$ cat src/rtl/ula_arith.sv
// ula_arith: registered arithmetic/shift unit for the execute stage.
// One shared WIDTH-bit adder serves every arithmetic opcode. Single-bit shifts
// are handled separately. Result and Z/C/S/O flags are captured together so
// the flags always describe the result that sits beside them.
module ula_arith #(
   parameter int WIDTH = 32
) (
   input  logic             CLK,
   input  logic             RST,
   input  logic [WIDTH-1:0] A,
   input  logic [WIDTH-1:0] B,
   input  logic [4:0]       OP,
   output logic [WIDTH-1:0] RESU,
   output logic             Z,
   output logic             C,
   output logic             S,
   output logic             O
);

   localparam logic [4:0] OP_ADD    = 5'b00000;
   localparam logic [4:0] OP_ADDINC = 5'b00001;
   localparam logic [4:0] OP_PASS   = 5'b00010;
   localparam logic [4:0] OP_INC    = 5'b00011;
   localparam logic [4:0] OP_SUBDEC = 5'b00100;
   localparam logic [4:0] OP_SUB    = 5'b00101;
   localparam logic [4:0] OP_DEC    = 5'b00110;
   localparam logic [4:0] OP_LSL    = 5'b01000;
   localparam logic [4:0] OP_LSR    = 5'b01001;
   localparam logic [4:0] OP_ASR    = 5'b01010;

   logic [WIDTH-1:0] add_x;
   logic [WIDTH-1:0] add_y;
   logic             add_cin;
   logic             use_adder;
   logic [WIDTH-1:0] add_sum;
   logic             add_cout;
   logic             add_c_msb;

   logic [WIDTH-1:0] resu_d, resu_q;
   logic             z_d, z_q;
   logic             c_d, c_q;
   logic             s_d, s_q;
   logic             o_d, o_q;

   // Adder operand selection: subtracts feed ~B, INC/DEC feed a constant.
   always_comb begin
      add_x     = A;
      add_y     = '0;
      add_cin   = 1'b0;
      use_adder = 1'b0;
      unique case (OP)
         OP_ADD: begin
            add_y     = B;
            use_adder = 1'b1;
         end
         OP_ADDINC: begin
            add_y     = B;
            add_cin   = 1'b1;
            use_adder = 1'b1;
         end
         OP_INC: begin
            add_cin   = 1'b1;
            use_adder = 1'b1;
         end
         OP_SUBDEC: begin
            add_y     = ~B;
            use_adder = 1'b1;
         end
         OP_SUB: begin
            add_y     = ~B;
            add_cin   = 1'b1;
            use_adder = 1'b1;
         end
         OP_DEC: begin
            add_y     = '1;
            use_adder = 1'b1;
         end
         default: begin
            add_y     = '0;
            use_adder = 1'b0;
         end
      endcase
   end

   // Shared adder; the carry into the MSB is recovered from the MSB sum bit
   // (sum = x ^ y ^ carry_in), which avoids a second partial adder.
   always_comb begin
      {add_cout, add_sum} = {1'b0, add_x} + {1'b0, add_y} + {{WIDTH{1'b0}}, add_cin};
      add_c_msb           = add_sum[WIDTH-1] ^ add_x[WIDTH-1] ^ add_y[WIDTH-1];
   end

   // Result and flag selection for the operation presented this cycle.
   always_comb begin
      resu_d = '0;
      c_d    = 1'b0;
      o_d    = 1'b0;
      if (use_adder) begin
         resu_d = add_sum;
         c_d    = add_cout;
         o_d    = add_c_msb ^ add_cout;
      end else begin
         unique case (OP)
            OP_PASS: begin
               resu_d = A;
            end
            OP_LSL: begin
               resu_d = {A[WIDTH-2:0], 1'b0};
               c_d    = A[WIDTH-1];
               o_d    = A[WIDTH-1] ^ A[WIDTH-2];
            end
            OP_LSR: begin
               resu_d = {1'b0, A[WIDTH-1:1]};
               c_d    = A[0];
            end
            OP_ASR: begin
               resu_d = {A[WIDTH-1], A[WIDTH-1:1]};
               c_d    = A[0];
            end
            default: begin
               resu_d = '0;
            end
         endcase
      end
      z_d = (resu_d == '0);
      s_d = resu_d[WIDTH-1];
   end

   // Output register; reset clears everything immediately, independent of CLK.
   always_ff @(posedge CLK or posedge RST) begin
      if (RST) begin
         resu_q <= '0;
         z_q    <= 1'b0;
         c_q    <= 1'b0;
         s_q    <= 1'b0;
         o_q    <= 1'b0;
      end else begin
         resu_q <= resu_d;
         z_q    <= z_d;
         c_q    <= c_d;
         s_q    <= s_d;
         o_q    <= o_d;
      end
   end

   assign RESU = resu_q;
   assign Z    = z_q;
   assign C    = c_q;
   assign S    = s_q;
   assign O    = o_q;

endmodule

$ cat config.mk
export PLATFORM = sky130hd
export DESIGN_NAME = ula_arith
export DESIGN_NICKNAME = d
export VERILOG_FILES = /design/src/rtl/ula_arith.sv
export SDC_FILE = /design/constraint.sdc
export NUM_CORES = 1
export LEC_CHECK = 0
export BUFFER_PORTS_ARGS = -buffer_cell sky130_fd_sc_hd__buf_2
export CAP_MARGIN = 20
export CORE_MARGIN = 2
export CORE_UTILIZATION = 25
export CTS_CLUSTER_SIZE = 20
export DETAILED_ROUTE_END_ITERATION = 10
export PLACE_DENSITY = 0.5
export SYNTH_ARGS = -nofsm -noshare
export SYNTH_HDL_FRONTEND = slang
export SYNTH_SLANG_ARGS = --single-unit
$ cat constraint.sdc
create_clock -name CLK -period 1.35 [get_ports CLK]
set_clock_uncertainty 0.05 [all_clocks]
set_input_delay 0.27 -clock CLK [delete_from_list [all_inputs] [get_ports CLK]]
set_output_delay 0.27 -clock CLK [all_outputs]
set_load 0.005 [all_outputs]
==> reports/qor.json <==
{
  "grt": {
    "grt.total_usage": 0.191,
    "first_global_vias": 5166,
    "grt_pass1_wl_um": 25300,
    "grt_antenna_before_repair": 0,
    "grt_remaining_overflow": 0,
    "grt_max_degree": 36
  },
  "synth": {
    "synthesis.area_per_instance_um2": 8.11,
    "post_synth_most_frequent_cells": "69 x sky130_fd_sc_hd__o21ai_0, 49 x sky130_fd_sc_hd__xnor2_1, 35 x sky130_fd_sc_hd__a21oi_1, 35 x sky130_fd_sc_hd__dfrtp_1, 35 x sky130_fd_sc_hd__nand2_1",
    "yosys.cell_types.count": 62,
    "ys.flop_type": "sky130_fd_sc_hd__dfrtp_1",
    "top_count_cell_post_synth": "sky130_fd_sc_hd__o21ai_0",
    "yosys.area.top_type": "sky130_fd_sc_hd__dfrtp_1",
    "netlist_top_cells_area": "sky130_fd_sc_hd__dfrtp_1 23%, sky130_fd_sc_hd__xnor2_1 11%, sky130_fd_sc_hd__ha_1 10%",
    "ys_seq_elements": 35,
    "synth_cells": 476,
    "post_synthesis_instance_area_um2": 3860,
    "ys_async_sr_fraction": 1.00,
    "synth_net_count": 580,
    "netlist.area_leader.share": 0.227,
    "number_of_synthesized_flops_with_an_enable_pin": 0,
    "ys_seq_area_frac": 0.227,
    "yosys_warn_count": 0
  },
  "job": {
    "cap_viol_max_count": 0
  },
  "hold_path": {
    "hold-path-cell-count": 4,
    "worstHoldPathType": "in -> reg"
  },
  "setup_path": {
    "maximum_cell_stage_delay_along_the_critical_path_ns": 0.55,
    "timing.critical_path.from_type": "input pin",
    "cp_data_required_time_ns": 1.52,
    "cpMaxStageDelayCell": "sky130_fd_sc_hd__or4b_4",
    "worst_ep_arrival_time_ns": 4.09,
    "crit_cells": 18,
    "critical_path.cell_chain": "buf_6 -> or4b_4 -> inv_2 -> nand2_4 -> o21ai_4 -> fa_2 -> inv_2 -> fa_2 -> nand2b_4 -> a211o_4 -> a31oi_4 -> mux2i_2 -> nand3_1 -> a211oi_2 -> nand3_1 -> or4_4 -> nor4_4 -> and4_1",
    "endpoint_kind_of_the_worst_setup_timing_path": "flop",
    "critPathTopFamily": "simple AND/OR/NAND/NOR gates",
    "cp_num_buf_inv": 3,
    "highest_net_fanout_along_the_worst_path": 4,
    "critical_path_class": "in -> reg"
  },
  "route": {
    "routed_wire_length_per_instance_um": 16.3,
    "iteration_0_drc_markers": 382,
    "avgViaCountPerCell": 5.09,
    "routed_wl_um": 16100,
    "drt_pre_antenna_iters": 9,
    "vias": 5037,
    "antenna_left": 0,
    "drcViolationCount": 0
  },
  "sta": {
    "worst_max_slew_pin_slew_ns": 0.444,
    "final_max_slew_viol_count": 0,
    "remaining_max_slew_budget_at_the_tightest_pin": 0.704,
    "min_period_over_period": 2.91,
    "min_period_ns": 3.92,
    "report.final.hold_viol_count": 0,
    "rsz0062_at_grt": "yes",
    "fmax_mhz": 255,
    "timing.final.setup_violations": 35,
    "layout_setup_ws_ns": -2.57
  },
  "status": {
    "violations_in_the_final_reports": "negative setup slack",
    "outcome": "complete, but fails checks"
  },
  "floorplan": {
    "die_height_um": 128,
    "die_area_um2": 16500,
    "row_count": 45,
    "core_region_area_um2": 15100,
    "initial_utilization": 0.255,
    "io-pin-count": 107,
    "fp.dieW_um": 128
  },
  "layout": {
    "fillerInstances": 1370,
    "register_area_um2": 876,
    "layout.cells.non_filler": 990,
    "final_layout_size_suffix_gt1_frac": 0.612,
    "finish.net_count": 907,
    "post-route-cell-area_um2": 7620,
    "num_antenna_cells": 0,
    "synthToLayoutAreaGrowth_pct": 97.2,
    "multi_input_area_um2": 3800
  },
  "placed_design": {
    "dp_hpwl_um": 12600,
    "placed_cell_area_um2": 6210,
    "io_buffers": 106,
    "dpl.cell_count": 946,
    "gp_congestion": 0.889
  },
  "clock_network": {
    "cts_inserted_buffers": 5,
    "cts_tree": "yes",
    "cts.sinks": 35,
    "cts-root-to-sink-buffers": 2,
    "clock_tree.root_cell": "sky130_fd_sc_hd__clkbuf_16",
    "clk_pin_slew_ns": 0.06,
    "ctsHtreeMaxLevel": 2
  },
  "pwr": {
    "irDropWorstVdd_mv": 0.353,
    "power.density_cell_area_nw_per_um2": 625,
    "static_leak_nw": 3.62
  }
}
cells in the final DEF, fill, tap and decap left out, drive strengths merged, types with 12 or more instances in the layout:
| master | instances |
|---|---|
| a21oi | 35 |
| a222oi | 26 |
| buf | 343 |
| dfrtp | 35 |
| ha | 31 |
| inv | 12 |
| nand2 | 36 |
| nor2 | 34 |
| o21ai | 70 |
| xnor2 | 49 |
| xor2 | 15 |
flip-flops by register name (all words and copies together) (netlist names):
signal,flops
C,1
O,1
RESU,32
Z,1
layer usage:
layer / up-vias / track usage / share of wire
met2: 153 / 0.336 / 0.50
met4: 0 / 0.0595 / 0.019
met3: 27 / 0.0225 / 0.042
met5: - / 0 / 0
met1: 2393 / 0.245 / 0.44
li1: 2464 / - / -
logic make-up (layout without fill, tap and decap cells):
group           Yosys count  count (layout)  share of synthesized area
compound gates          185             185                      0.322
fa+ha+maj                33              33                      0.111
simple gates            121             121                      0.155
xor+xnor                 64              64                      0.145
flops                    35              35                      0.227
buf+inv                  37             363                     0.0379
mux                       1               1                    0.00259
report_power, final:
part	switching [mW]	leakage, nW	total (mW)	internal, mW
registers	0.0249	0.468	1.16	1.14
clock network	0.424	0.0618	1.08	0.661
logic	1.19	3.09	2.52	1.33
final timing paths:
check                       from       end  slack, ns
max                        OP[3]         Z      -2.57
min                         A[6]   RESU[7]       0.33
max in group asynchronous    RST  RESU[26]       0.54
min in group asynchronous    RST   RESU[6]       0.51
final cells by class:
class / instances / share of cell area
clock buffer: 5 / 0.0164
clock inverter: 1 / 0.000986
inverter: 12 / 0.00591
multi-input combinational: 404 / 0.499
sequential: 35 / 0.115
tap: 188 / 0.0309
timing repair buffer: 345 / 0.331
what timing repair did:
action,in CTS,in global routing
endpoints found under the hold margin,35,0
resized for setup,107,95
gates cloned,1,1
endpoints found under the setup margin,35,35
hold buffers,1,0
buffers inserted,30,25
pin swaps,77,83
stage by stage:
stage	util	hold WS, ns	power, mW	setup WS [ns]	TNS [ns]
after floorplan	-	0.348	2.08	-2.55	-54.51
after global placement	0.410	0.274	3.10	-2.97	-70.39
after detailed placement	0.410	0.282	3.12	-3.02	-70.96
after CTS	0.463	0.313	4.51	-2.58	-57.40
after global routing	0.503	0.354	5.04	-2.70	-62.09
final	0.503	0.325	4.76	-2.57	-58.93
Note: power is estimated with default switching activity, not from simulation.
